==> src/rtl/cache_addr_decode_flush_if.sv <==
// Lookup/flush/invalidate bus between the memory-stage address path and the cache tag array.
// The slave side is the decoder/flush sequencer; the master side is the requester plus the tag array.
interface cache_addr_decode_flush_if #(
    parameter int ADDR_W     = 32,
    parameter int NUM_SETS   = 16,
    parameter int LINE_BYTES = 4,
    parameter int NUM_WAYS   = 2
);
    localparam int OFFSET_W = $clog2(LINE_BYTES);
    localparam int INDEX_W  = $clog2(NUM_SETS);
    localparam int TAG_W    = ADDR_W - INDEX_W - OFFSET_W;
    localparam int WAY_W    = (NUM_WAYS > 1) ? $clog2(NUM_WAYS) : 1;
    localparam int OFF_PW   = (OFFSET_W > 0) ? OFFSET_W : 1;

    logic [ADDR_W-1:0]  address;
    logic               addr_valid;
    logic [TAG_W-1:0]   tag;
    logic [INDEX_W-1:0] index;
    logic [OFF_PW-1:0]  offset;
    logic               dec_valid;
    logic               flush_req;
    logic               flush_all;
    logic [ADDR_W-1:0]  flush_address;
    logic               flush_busy;
    logic               flush_done;
    logic               inv_valid;
    logic [INDEX_W-1:0] inv_index;
    logic [WAY_W-1:0]   inv_way;
    logic               inv_ready;

    modport master (
        output address, addr_valid, flush_req, flush_all, flush_address, inv_ready,
        input  tag, index, offset, dec_valid, flush_busy, flush_done, inv_valid, inv_index, inv_way
    );

    modport slave (
        input  address, addr_valid, flush_req, flush_all, flush_address, inv_ready,
        output tag, index, offset, dec_valid, flush_busy, flush_done, inv_valid, inv_index, inv_way
    );
endinterface

==> src/rtl/cache_addr_decode_flush.sv <==
// Data-cache address decoder (one register stage) plus a flush engine that walks
// one set or the whole cache, issuing one invalidate per accepted handshake.
module cache_addr_decode_flush #(
    parameter int ADDR_W     = 32,
    parameter int NUM_SETS   = 16,
    parameter int LINE_BYTES = 4,
    parameter int NUM_WAYS   = 2
) (
    input logic                   clk,
    input logic                   rst_n,
    cache_addr_decode_flush_if.slave bus
);
    localparam int OFFSET_W = $clog2(LINE_BYTES);
    localparam int INDEX_W  = $clog2(NUM_SETS);
    localparam int TAG_W    = ADDR_W - INDEX_W - OFFSET_W;
    localparam int WAY_W    = (NUM_WAYS > 1) ? $clog2(NUM_WAYS) : 1;
    localparam int OFF_PW   = (OFFSET_W > 0) ? OFFSET_W : 1;

    localparam logic [1:0] S_IDLE = 2'd0;
    localparam logic [1:0] S_INV  = 2'd1;
    localparam logic [1:0] S_DONE = 2'd2;

    localparam logic [WAY_W-1:0]   WAY_LAST = WAY_W'(NUM_WAYS - 1);
    localparam logic [INDEX_W-1:0] SET_LAST = INDEX_W'(NUM_SETS - 1);

    logic [1:0]         state, state_nx;
    logic [INDEX_W-1:0] idx, idx_nx, last, last_nx;
    logic [WAY_W-1:0]   way, way_nx;
    logic [INDEX_W-1:0] flush_set;
    logic [OFF_PW-1:0]  off_nx;

    logic [TAG_W-1:0]   tag_q;
    logic [INDEX_W-1:0] index_q;
    logic [OFF_PW-1:0]  offset_q;
    logic               dec_valid_q;

    assign flush_set = bus.flush_address[OFFSET_W +: INDEX_W];
    // With single-byte lines there is no offset field; the port stays 1 bit tied low.
    assign off_nx    = (OFFSET_W > 0) ? bus.address[OFF_PW-1:0] : '0;

    always_comb begin
        state_nx = state;
        idx_nx   = idx;
        way_nx   = way;
        last_nx  = last;
        case (state)
            S_IDLE: begin
                if (bus.flush_req) begin
                    state_nx = S_INV;
                    idx_nx   = bus.flush_all ? '0 : flush_set;
                    last_nx  = bus.flush_all ? SET_LAST : flush_set;
                    way_nx   = '0;
                end
            end
            S_INV: begin
                if (bus.inv_ready) begin
                    if (way == WAY_LAST) begin
                        if (idx == last) begin
                            state_nx = S_DONE;
                        end else begin
                            idx_nx = idx + 1'b1;
                            way_nx = '0;
                        end
                    end else begin
                        way_nx = way + 1'b1;
                    end
                end
            end
            S_DONE:  state_nx = S_IDLE;
            default: state_nx = S_IDLE;
        endcase
    end

    always_ff @(posedge clk or negedge rst_n) begin
        if (!rst_n) begin
            state <= S_IDLE;
            idx   <= '0;
            way   <= '0;
            last  <= '0;
        end else begin
            state <= state_nx;
            idx   <= idx_nx;
            way   <= way_nx;
            last  <= last_nx;
        end
    end

    // Lookups only qualify when the machine lands in IDLE, so an accepted flush drops them.
    always_ff @(posedge clk or negedge rst_n) begin
        if (!rst_n) begin
            tag_q       <= '0;
            index_q     <= '0;
            offset_q    <= '0;
            dec_valid_q <= 1'b0;
        end else begin
            tag_q       <= bus.address[ADDR_W-1 -: TAG_W];
            index_q     <= bus.address[OFFSET_W +: INDEX_W];
            offset_q    <= off_nx;
            dec_valid_q <= bus.addr_valid & (state_nx == S_IDLE);
        end
    end

    assign bus.tag        = tag_q;
    assign bus.index      = index_q;
    assign bus.offset     = offset_q;
    assign bus.dec_valid  = dec_valid_q;
    assign bus.inv_valid  = (state == S_INV);
    assign bus.inv_index  = (state == S_INV) ? idx : '0;
    assign bus.inv_way    = (state == S_INV) ? way : '0;
    assign bus.flush_busy = (state != S_IDLE);
    assign bus.flush_done = (state == S_DONE);
endmodule
==> src/flat_wrapper.sv <==
// flat-port wrapper written by rule: the top's interface ports become plain ports
module cache_addr_decode_flush_flat 
#(
    parameter int ADDR_W     = 32,
    parameter int NUM_SETS   = 16,
    parameter int LINE_BYTES = 4,
    parameter int NUM_WAYS   = 2
)
  (clk, rst_n, bus_address, bus_addr_valid, bus_flush_req, bus_flush_all, bus_flush_address, bus_inv_ready, bus_tag, bus_index, bus_offset, bus_dec_valid, bus_flush_busy, bus_flush_done, bus_inv_valid, bus_inv_index, bus_inv_way);
  cache_addr_decode_flush_if #(.ADDR_W(ADDR_W), .NUM_SETS(NUM_SETS), .LINE_BYTES(LINE_BYTES), .NUM_WAYS(NUM_WAYS)) bus_i ();
  input logic clk;
  input logic rst_n;
  input wire logic [$bits(bus_i.address)-1:0] bus_address;
  input wire logic [$bits(bus_i.addr_valid)-1:0] bus_addr_valid;
  input wire logic [$bits(bus_i.flush_req)-1:0] bus_flush_req;
  input wire logic [$bits(bus_i.flush_all)-1:0] bus_flush_all;
  input wire logic [$bits(bus_i.flush_address)-1:0] bus_flush_address;
  input wire logic [$bits(bus_i.inv_ready)-1:0] bus_inv_ready;
  output wire logic [$bits(bus_i.tag)-1:0] bus_tag;
  output wire logic [$bits(bus_i.index)-1:0] bus_index;
  output wire logic [$bits(bus_i.offset)-1:0] bus_offset;
  output wire logic [$bits(bus_i.dec_valid)-1:0] bus_dec_valid;
  output wire logic [$bits(bus_i.flush_busy)-1:0] bus_flush_busy;
  output wire logic [$bits(bus_i.flush_done)-1:0] bus_flush_done;
  output wire logic [$bits(bus_i.inv_valid)-1:0] bus_inv_valid;
  output wire logic [$bits(bus_i.inv_index)-1:0] bus_inv_index;
  output wire logic [$bits(bus_i.inv_way)-1:0] bus_inv_way;
  assign bus_i.address = bus_address;
  assign bus_i.addr_valid = bus_addr_valid;
  assign bus_i.flush_req = bus_flush_req;
  assign bus_i.flush_all = bus_flush_all;
  assign bus_i.flush_address = bus_flush_address;
  assign bus_i.inv_ready = bus_inv_ready;
  assign bus_tag = bus_i.tag;
  assign bus_index = bus_i.index;
  assign bus_offset = bus_i.offset;
  assign bus_dec_valid = bus_i.dec_valid;
  assign bus_flush_busy = bus_i.flush_busy;
  assign bus_flush_done = bus_i.flush_done;
  assign bus_inv_valid = bus_i.inv_valid;
  assign bus_inv_index = bus_i.inv_index;
  assign bus_inv_way = bus_i.inv_way;
  cache_addr_decode_flush #(.ADDR_W(ADDR_W), .NUM_SETS(NUM_SETS), .LINE_BYTES(LINE_BYTES), .NUM_WAYS(NUM_WAYS)) u_core (.clk(clk), .rst_n(rst_n), .bus(bus_i));
endmodule
==> config.mk <==
export PLATFORM = sky130hd
export DESIGN_NAME = cache_addr_decode_flush_flat
export DESIGN_NICKNAME = d
export VERILOG_FILES = /design/src/rtl/cache_addr_decode_flush_if.sv /design/src/rtl/cache_addr_decode_flush.sv /design/src/flat_wrapper.sv
export SDC_FILE = /design/constraint.sdc
export NUM_CORES = 1
export LEC_CHECK = 0
export CAP_MARGIN = 20
export CORE_MARGIN = 2
export CORE_UTILIZATION = 25
export CTS_BUF_LIST = sky130_fd_sc_hd__clkbuf_8
export CTS_CLUSTER_DIAMETER = 100
export DETAILED_ROUTE_END_ITERATION = 12
export PLACE_DENSITY = 0.6
export RECOVER_POWER = 50
export SLEW_MARGIN = 20
export SYNTH_ARGS = -nofsm -noshare
export SYNTH_HDL_FRONTEND = slang
export SYNTH_SLANG_ARGS = --single-unit
==> constraint.sdc <==
create_clock -name clk -period 2.3 [get_ports clk]
set_clock_uncertainty 0.1 [all_clocks]
set_input_delay 0.46 -clock clk [delete_from_list [all_inputs] [get_ports clk]]
set_output_delay 0.46 -clock clk [all_outputs]
set_load 0.005 [all_outputs]
======== Word-level counts from Yosys, hierarchy flattened ========
Cells that the tools add are included.
word-level totals
  register bits ........................... 44
  word-level logic and storage cells ...... 44
  output and inout bits ................... 41
  input port bits ......................... 70
cells by class
  multiplexer cells ....................... 19
  reductions and logical operators ........ 7
  bitwise logic cells ..................... 1
  $add $sub $neg .......................... 2
  equality and inequality tests ........... 7
operator list
  operator                                                                 count
  4-bit 2-to-1 mux                                                         7
  2-bit 2-to-1 mux                                                         4
  4-bit one-hot mux with 2 select lines                                    1
  2-bit inequality test, second input constant                             3
  1-bit 2-to-1 mux                                                         5
  5-bit AND reduction                                                      1
  4-bit by 1-bit adder with 4-bit output, second input constant            1
  4-bit == test                                                            1
  2-bit zero test                                                          2
  2-bit one-hot mux with 2 select lines                                    1
  2-bit nonzero test                                                       2
  3-bit AND reduction                                                      1
  2-bit by 1-bit == test with 1-bit output, second input constant          1
  2-bit == test, second input constant                                     1
  2-bit by 1-bit inequality test with 1-bit output, second input constant  1
  1-bit one-hot mux with 2 select lines                                    1
  2-bit AND reduction                                                      1
  1-bit adder, second input constant                                       1
  1-bit bitwise AND                                                        1

======== Depth between registers and ports, before layout ========
Gate-level depths: netlist of run 1.
  depth in word-level cells ............... 7
  depth in mapped cells ................... 6
  mapped depth without buffers ............ 5

======== Worst setup path before layout of run 1 ========
Ideal clock, no wire load.
  path kind ............................... flip-flop to flip-flop
  from .................................... register u_core.idx[0]
  to ...................................... register u_core.idx[2]
  arrival ................................. 1.678 ns
  buffers on the path ..................... 1
  data required time ...................... 2.074 ns
  cell stages (with the launch flop) ...... 6
  path slack .............................. 0.396 ns
  path through ............................ dfrtp_1 > xor2_1 > or4_1 > buf_2 > and4_4 > o311a_1
on the way
  longest elaborated chain between the ends .. 5
ends and longest elaborated chain
  what                                    RTL line                       RTL
  start: declaration                      cache_addr_decode_flush.sv:27  logic [INDEX_W-1:0] idx, idx_nx, last, last_nx;
  start signal: assignment                cache_addr_decode_flush.sv:82  idx <= idx_nx;
  4-bit by 1-bit adder with 4-bit output  cache_addr_decode_flush.sv:61  idx_nx = idx + 1'b1;
  4-bit 2-to-1 mux                        cache_addr_decode_flush.sv:58  if (idx == last) begin
  4-bit 2-to-1 mux                        cache_addr_decode_flush.sv:57  if (way == WAY_LAST) begin
  4-bit 2-to-1 mux                        cache_addr_decode_flush.sv:56  if (bus.inv_ready) begin
  4-bit one-hot mux with 2 select lines   cache_addr_decode_flush.sv:46  case (state)
Parallel ways exist; a longest one is shown, timed or not. The select of a mux whose other input is x is not followed.
A chain may end at the register's enable or synchronous reset.

======== Worst setup path in the final report of run 1 ========
  from .................................... register u_core.state[1]
  to ...................................... output bus_inv_index[2]
on the way
  longest elaborated chain between the ends .. 2
ends and longest elaborated chain
  what                                      RTL line                        RTL
  start: declaration                        cache_addr_decode_flush.sv:26   logic [1:0] state, state_nx;
  start signal: assignment                  cache_addr_decode_flush.sv:81   state <= state_nx;
  2-bit by 1-bit == test with 1-bit output  cache_addr_decode_flush.sv:108  assign bus.inv_index = (state == S_INV) ? idx : '0;
  4-bit 2-to-1 mux                          cache_addr_decode_flush.sv:108
  end: declaration                          flat_wrapper.sv:26              output wire logic [$bits(bus_i.inv_index)-1:0] bus_inv_index;
No other way between the ends.

==> results of run 1 <==
[synthesized netlist by cell type]
cell	n	share of area (%)
nand4_1	3	1.2
nor2_2	1	0.41
inv_1	6	1.5
nor3b_1	1	0.49
a311o_1	1	0.66
clkbuf_1	4	0.99
nor3_1	1	0.33
o311a_1	2	1.3
nor4_1	2	0.82
xor2_1	4	2.3
and3_1	2	0.82
o211ai_1	3	1.5
mux2i_1	2	1.3
buf_2	1	0.33
and2_1	3	1.2
and2_2	1	0.49
a21o_1	1	0.49
a21oi_1	4	1.3
o21ai_0	4	1.3
ha_1	1	0.82
or2_2	1	0.41
nand2_1	2	0.49
nand3b_1	1	0.49
and4_4	1	0.74
nor2b_1	1	0.41
nor2_1	12	3.0
or4_1	1	0.49
dfrtp_1	44	72
nand3_1	5	1.6
nand2b_1	1	0.41
[per-layer routing]
layer  routed length (um)  up-vias  global-route usage [%]
li1                     -      580                       -
met1                 1400      579                    12.9
met2                 1720       52                    20.4
met3                  303        6                    5.27
met4                   55        0                    4.00
met5                    0        -                       0
[power by group]
group	switching (mW)	leakage (nW)	total, mW	internal (mW)
combinational	0.300	0.547	0.734	0.434
sequential	0.0981	0.509	0.979	0.881
clock	0.258	0.0434	0.501	0.243
total	0.657	1.10	2.21	1.56
[area by class of cell]
class | instances | area, um2 | area share (%)
Sequential cell | 44 | 1100 | 42.4
Timing Repair Buffer | 93 | 895 | 34.4
Multi-Input combinational cell | 61 | 387 | 14.9
Tap cell | 75 | 93.8 | 3.61
Clock buffer | 6 | 82.6 | 3.18
Inverter | 6 | 22.5 | 0.867
Clock inverter | 2 | 15.0 | 0.578
[tightest hold or removal path, stage by stage (launching register included)]
cell     delay (ns)
dfrtp_1        0.36
nor2_1         0.05
a21oi_1        0.10
[sequential cells by signal, indices dropped and copies added (netlist names)]
register and count:
u_core.bus.tag 26, u_core.idx 4, u_core.way 1, u_core.bus.offset 2, u_core.state 2, u_core.bus.index 4, u_core.last 4, u_core.bus.dec_valid 1
[worst min-delay path by stage]
stage | startpoint | to | slack [ns] | cells past startpoint
6_report | u_core.last[1] | u_core.last[1] | 0.45 | 2
2_1_floorplan | rst_n | u_core.bus.dec_valid | 0.06 | 0
3_3_place_gp | rst_n | u_core.bus.tag[8] | 0.29 | 1
3_5_place_dp | rst_n | u_core.bus.tag[8] | 0.30 | 1
5_1_grt | u_core.last[2] | u_core.last[2] | 0.49 | 2
4_1_cts | u_core.last[1] | u_core.last[1] | 0.46 | 2
[cell families after synthesis]
group / after synthesis
fa+ha+maj: 1
buf+inv: 11
flops: 44
mux: 2
simple gates: 39
xor+xnor: 4
compound gates: 15
[metrics by stage]
step                      util, %  setup WS, ns  hold slack (ns)
after floorplan                 -         0.396           0.0644
after global placement       41.5         0.165            0.295
after detailed placement     41.5         0.164            0.299
after CTS                    43.7        0.0212            0.456
after global routing         43.9       0.00475            0.486
final                        43.9         0.110            0.453
[what timing repair did]
item / CTS / global route
setup buffers: 3 / 1
hold endpoints to repair: 14 / 0
setup endpoints to repair: 5 / 5
hold buffers: 1 / 0
gates resized for setup: 1 / 2
==> impl_metrics.py, run 1 <==
metrics = {
    "cells_and_area": {
        "drive_above_1_share_pct": 11.8,
        "final_cell_mix": "clkdlybuf4s50_1 (49), dfrtp_1 (43), dlygate4sd3_1 (33), nor2_1 (12), buf_4 (8)",
        "layoutNonFillerInstCount": 287,
        "diodes": 0,
        "post-route-cell-area_mm2": 0.00260,
        "area_delta_synth_final_pct": 70.6,
        "nFillCells": 560,
        "layout_commonest_cell": "clkdlybuf4s50_1",
        "final_nets": 282,
    },
    "outcome": {
        "status": "completed",
    },
    "drt": {
        "final_antenna_net_count": 0,
        "drc": 0,
        "drt-total-wl_um": 3480,
        "drtPass1Iterations": 4,
        "routedWlPerCell_um": 12.1,
        "vias_per_cell": 4.24,
        "detailroute.via_count": 1217,
        "initialDrtViolationCount": 26,
    },
    "yosys": {
        "yosys.area_share.simple_pct": 13.9,
        "ys_seq_elements": 44,
        "synth_adder_area_share_pct": 0.822,
        "synth_warnings": 0,
        "ys_seq_area_share_pct": 72.3,
        "synth_top_family_by_area": "simple AND/OR/NAND/NOR gates",
        "syn-instance-count": 116,
        "syn_area_mm2": 0.00152,
        "synthXorXnorAreaFrac_pct": 2.30,
        "syn_nets": 187,
        "synth.area.mux_share_pct": 1.31,
        "synth-compound-area-share_pct": 6.57,
        "avgSynthCellArea_um2": 13.1,
        "netlist-cell-type-count": 30,
    },
    "timing": {
        "fmax_mhz": 457,
        "slew_viol_final": 0,
        "tightestPinTransition_ns": 0.859,
        "rsz0062_at_grt": "no",
        "fin_setup_tns_ns": 0,
        "post-route-period-util_pct": 95.2,
        "relSlewSlack_pct": 42.8,
        "period_needed_ns": 2.19,
        "setup_viol": 0,
        "hold_viol": 0,
    },
    "worst_setup_path": {
        "ff2ff_path_depth": 4,
        "crit_family": "buffers and inverters",
        "rrSetupSlack_ns": 0.29,
        "critPathCaptureType": "output pin",
        "worstSetupStartpoint": "u_core.state[1]",
        "worstPathRequired_ns": 1.74,
        "crit_chain": "nand2b_4 > inv_2 > and2_1 > clkdlybuf4s50_1",
        "critical_path.endpoint": "bus_inv_index[2]",
        "start_kind": "flop",
        "cp_slowest_cell": "clkdlybuf4s50_1",
        "timing.rr.end": "u_core.idx[2]",
        "worstSetupPathType": "flop to output pin",
        "crit_cells": 4,
        "arrival_ns": 1.63,
        "critPathBufInv": 2,
        "cp_max_fo": 7,
        "slowest_delay_ns": 0.50,
        "reg2reg_from": "u_core.idx[1]",
    },
    "power": {
        "p_total_mw": 2.21,
        "power.leakage_nw": 1.10,
        "peakVddDrop_mv": 0.331,
        "power_density_mw_per_mm2": 853,
    },
    "global_route": {
        "antenna_found_initial": 0,
        "grt_pass1_wl_um": 5950,
        "grt_max_degree": 17,
        "grt-ovfl-total": 0,
        "grt.total_usage_pct": 11.8,
        "grt_pass1_vias": 1293,
    },
    "place": {
        "port_buffers": 82,
        "dpl.cell_count": 274,
        "dpl_cell_area_mm2": 0.00246,
        "hpwl_um": 2700,
        "place_congestion": 0.775,
    },
    "floorplan": {
        "core-area_mm2": 0.00592,
        "chipHeight_um": 82.0,
        "dieArea_mm2": 0.00673,
        "start_util_pct": 25.7,
        "row_count": 28,
        "ios": 111,
        "die_x_um": 82.0,
    },
    "clock_network": {
        "cts_root_buf": "clkbuf_8",
        "tritoncts": "built",
        "clk_pin_slew_ns": 0.08,
        "clk-insertion-delay-late_ns": 0.29,
        "h-tree-depth": 2,
        "cts_made_buffers": 5,
        "clockBufferDepth": 2,
        "clock_sinks": 44,
    },
    "hold_path": {
        "worstHoldPathType": "flop to flop",
    },
    "flow_run": {
        "max_cap_viol_count": 0,
    },
}
Note: power is estimated with default switching activity, not from simulation.
==> run 2: changes to the inputs <==
--- a/config.mk
+++ b/config.mk
@@ -5,13 +5,14 @@
 export SDC_FILE = /design/constraint.sdc
 export NUM_CORES = 1
 export LEC_CHECK = 0
+export ABC_AREA = 1
 export CAP_MARGIN = 20
 export CORE_MARGIN = 2
 export CORE_UTILIZATION = 25
 export CTS_BUF_LIST = sky130_fd_sc_hd__clkbuf_8
 export CTS_CLUSTER_DIAMETER = 100
 export DETAILED_ROUTE_END_ITERATION = 12
-export PLACE_DENSITY = 0.6
+export PLACE_DENSITY = 0.59
 export RECOVER_POWER = 50
 export SLEW_MARGIN = 20
 export SYNTH_ARGS = -nofsm -noshare
==> run 2 against run 1 <==
Effect of this change:
- combinational power is 20% higher
- critical path depth did not move
- clock power is 13% higher
- register-to-register slack gained 0.70 ns
- core utilization fell by 0.74 points
- clock-buffer cell count is 1 lower
- worst setup slack gained 0.055 ns
- routed wire length fell by 4.5%
- highest routed layer unchanged
- die area increased by 3.6%
- sequential power is 1% higher
==> impl_metrics.py, run 2 <==
metrics = {
    "power": {
        "p_sw_uw": 806,
        "swShare_pct": 33.1,
        "internal_power_mw": 1.63,
        "p_total_mw": 2.43,
        "power_density_mw_per_mm2": 937,
        "power.leakage_nw": 1.16,
        "combPwrFrac_pct": 36.2,
        "seqPwrFrac_pct": 40.7,
        "peakVddDrop_mv": 0.357,
        "clkPwrFrac_pct": 23.2,
    },
    "timing": {
        "relSlewSlack_pct": 27.1,
        "period_needed_ns": 2.13,
        "fin_setup_tns_ns": 0,
        "tightestPinTransition_ns": 1.09,
        "setup_viol": 0,
        "post-route-period-util_pct": 92.8,
        "slew_viol_final": 0,
        "fmax_mhz": 468,
        "hold_viol": 0,
        "rsz0062_at_grt": "no",
    },
    "global_route": {
        "grt_pass1_wl_um": 5910,
        "grt-ovfl-total": 0,
        "grt.total_usage_pct": 10.5,
        "grt_max_degree": 24,
        "antenna_found_initial": 0,
        "grt_pass1_vias": 1226,
    },
    "drt": {
        "detailroute.via_count": 1189,
        "drc": 0,
        "initialDrtViolationCount": 33,
        "vias_per_cell": 3.99,
        "routedWlPerCell_um": 11.2,
        "final_antenna_net_count": 0,
        "drt-total-wl_um": 3330,
        "drtPass1Iterations": 4,
    },
    "floorplan": {
        "row_count": 28,
        "start_util_pct": 26.2,
        "die_x_um": 83.5,
        "core-area_mm2": 0.00603,
        "ios": 111,
        "dieArea_mm2": 0.00697,
        "chipHeight_um": 83.5,
    },
    "worst_setup_path": {
        "timing.rr.end": "u_core.idx[3]",
        "critPathCaptureType": "output pin",
        "start_kind": "flop",
        "reg2reg_from": "u_core.state[0]",
        "rrSetupSlack_ns": 0.99,
        "ff2ff_path_depth": 7,
        "cp_max_fo": 11,
        "worstPathRequired_ns": 1.74,
        "worstSetupPathType": "flop to output pin",
        "arrival_ns": 1.57,
    },
    "cells_and_area": {
        "post-route-util_pct": 43.1,
        "drive_above_1_share_pct": 12.1,
        "area_delta_synth_final_pct": 64.4,
        "final_cell_mix": "clkdlybuf4s50_1 (49), dfrtp_1 (43), dlygate4sd3_1 (32), nand2_1 (26), inv_1 (12)",
        "nFillCells": 609,
        "diodes": 0,
        "largest_reg_flops": 26,
        "post-route-cell-area_mm2": 0.00260,
        "final_nets": 293,
        "layout_commonest_cell": "clkdlybuf4s50_1",
    },
    "clock_network": {
        "clock_sinks": 44,
        "clk_pin_slew_ns": 0.08,
        "cts_made_buffers": 5,
        "clockBufferDepth": 2,
        "cts_root_buf": "clkbuf_8",
        "clk-insertion-delay-late_ns": 0.29,
        "h-tree-depth": 2,
        "tritoncts": "built",
    },
    "yosys": {
        "synth.most_common_cell": "dfrtp_1",
        "synthArstFlopShare_pct": 100,
        "synth_commonest_cells": "dfrtp_1 (44), nand2_1 (26), inv_1 (11), nor2_1 (11), o21ai_0 (8)",
        "ys_seq_area_share_pct": 69.7,
        "netlist-cell-type-count": 19,
        "syn_area_mm2": 0.00158,
        "synthTopCellsByArea": "dfrtp_1 (70%), nand2_1 (6.2%), nand2_2 (2.8%), inv_1 (2.6%), nor2_1 (2.6%)",
        "syn-instance-count": 133,
        "synth_top_cell_area_share_pct": 69.7,
        "synth_edf_count": 0,
        "yosysTopAreaCell": "dfrtp_1",
        "ys.flop_type": "dfrtp_1",
        "syn_nets": 204,
        "synth_warnings": 0,
        "avgSynthCellArea_um2": 11.9,
        "ys_seq_elements": 44,
    },
    "place": {
        "port_buffers": 82,
        "dpl_cell_area_mm2": 0.00250,
        "place_congestion": 0.708,
        "hpwl_um": 2560,
    },
    "flow_run": {
        "max_cap_viol_count": 0,
    },
    "outcome": {
        "status": "completed",
    },
    "hold_path": {
        "worstHoldPathType": "input pin to async pin",
    },
}
==> run 2: cell count changes in the layout (fill, tap and decap cells not counted), moves of 4 or more <==
cell     delta
nand2_2     +6
nand2_1    +24
o21ai_0     +4
inv_1       +7
buf_4       -8
==> run 2: final cells by class <==
type / instances / area [um2] / share of cell area (%)
clock inverters: 3 / 38.8 / 1.49
clock buffers: 5 / 68.8 / 2.65
flip-flops and latches: 44 / 1100 / 42.4
repair buffers: 83 / 820 / 31.5
inverters: 14 / 52.6 / 2.02
multi-input cells: 74 / 423 / 16.3
well taps: 75 / 93.8 / 3.61
==> run 2: worst max-delay path, cell delays in order (launching register included) <==
cell and delay [ns]:
dfrtp_2 0.45, inv_2 0.09, nand2_4 0.10, nor2_1 0.11
clkdlybuf4s50_1 0.53
==> run 2: kinds of logic (layout without fill, tap and decap cells) <==
group                    count (synthesis)  count (layout)  share of synthesized area [%]
AND/OR/NAND/NOR                         62              62                           21.7
flip-flops                              44              44                           69.7
buffers and inverters                   15             105                           4.04
AO/OA/AOI/OAI                           10              10                           3.25
adder cells (fa/ha/maj)                  1               1                          0.792
XOR/XNOR                                 1               1                          0.554
==> run 2: what timing repair did <==
item	CTS	global route
setup buffers	0	0
endpoints found under the setup margin	0	5
hold buffers	0	0
gates resized for setup	0	3
==> run 2: worst max-delay path by stage <==
stage	to	slack (ns)	start
floorplan	bus_inv_index[1]	0.94	u_core.state[1]
detailed placement	bus_inv_index[0]	0.36	u_core.state[1]
finish	bus_inv_index[3]	0.17	u_core.state[1]
CTS	bus_inv_index[0]	0.04	u_core.state[1]
global placement	bus_inv_index[0]	0.36	u_core.state[1]
global route	bus_inv_way	0.07	u_core.state[1]
==> run 2: power by group through the flow <==
stage          registers (mW)  clock network (mW)  logic (mW)
2_1_floorplan           0.987                   0       0.549
3_3_place_gp             1.00                   0       0.896
3_5_place_dp             1.00                   0       0.902
4_1_cts                 0.987               0.595       0.907
5_1_grt                  1.01               0.626        1.00
6_report                0.990               0.564       0.881
==> run 2: per-layer routing <==
metal  vias to the layer above  share of wire [%]  GRT usage, %
li1                        595                  -             -
met1                       545                 42          13.1
met2                        44                 48          16.3
met3                         5                8.2          4.06
met4                         0                1.3          4.40
met5                         -                  0             0
==> run 2: stage by stage <==
stage / std cells / hold WS, ns / setup WS (ns)
finish: 298 / 0.251 / 0.165
global route: 298 / 0.354 / 0.0682
CTS: 298 / 0.0414 / 0.0369
detailed placement: 290 / 0.362 / 0.362
global placement: 290 / 0.353 / 0.365
floorplan: 133 / 0.0644 / 0.939
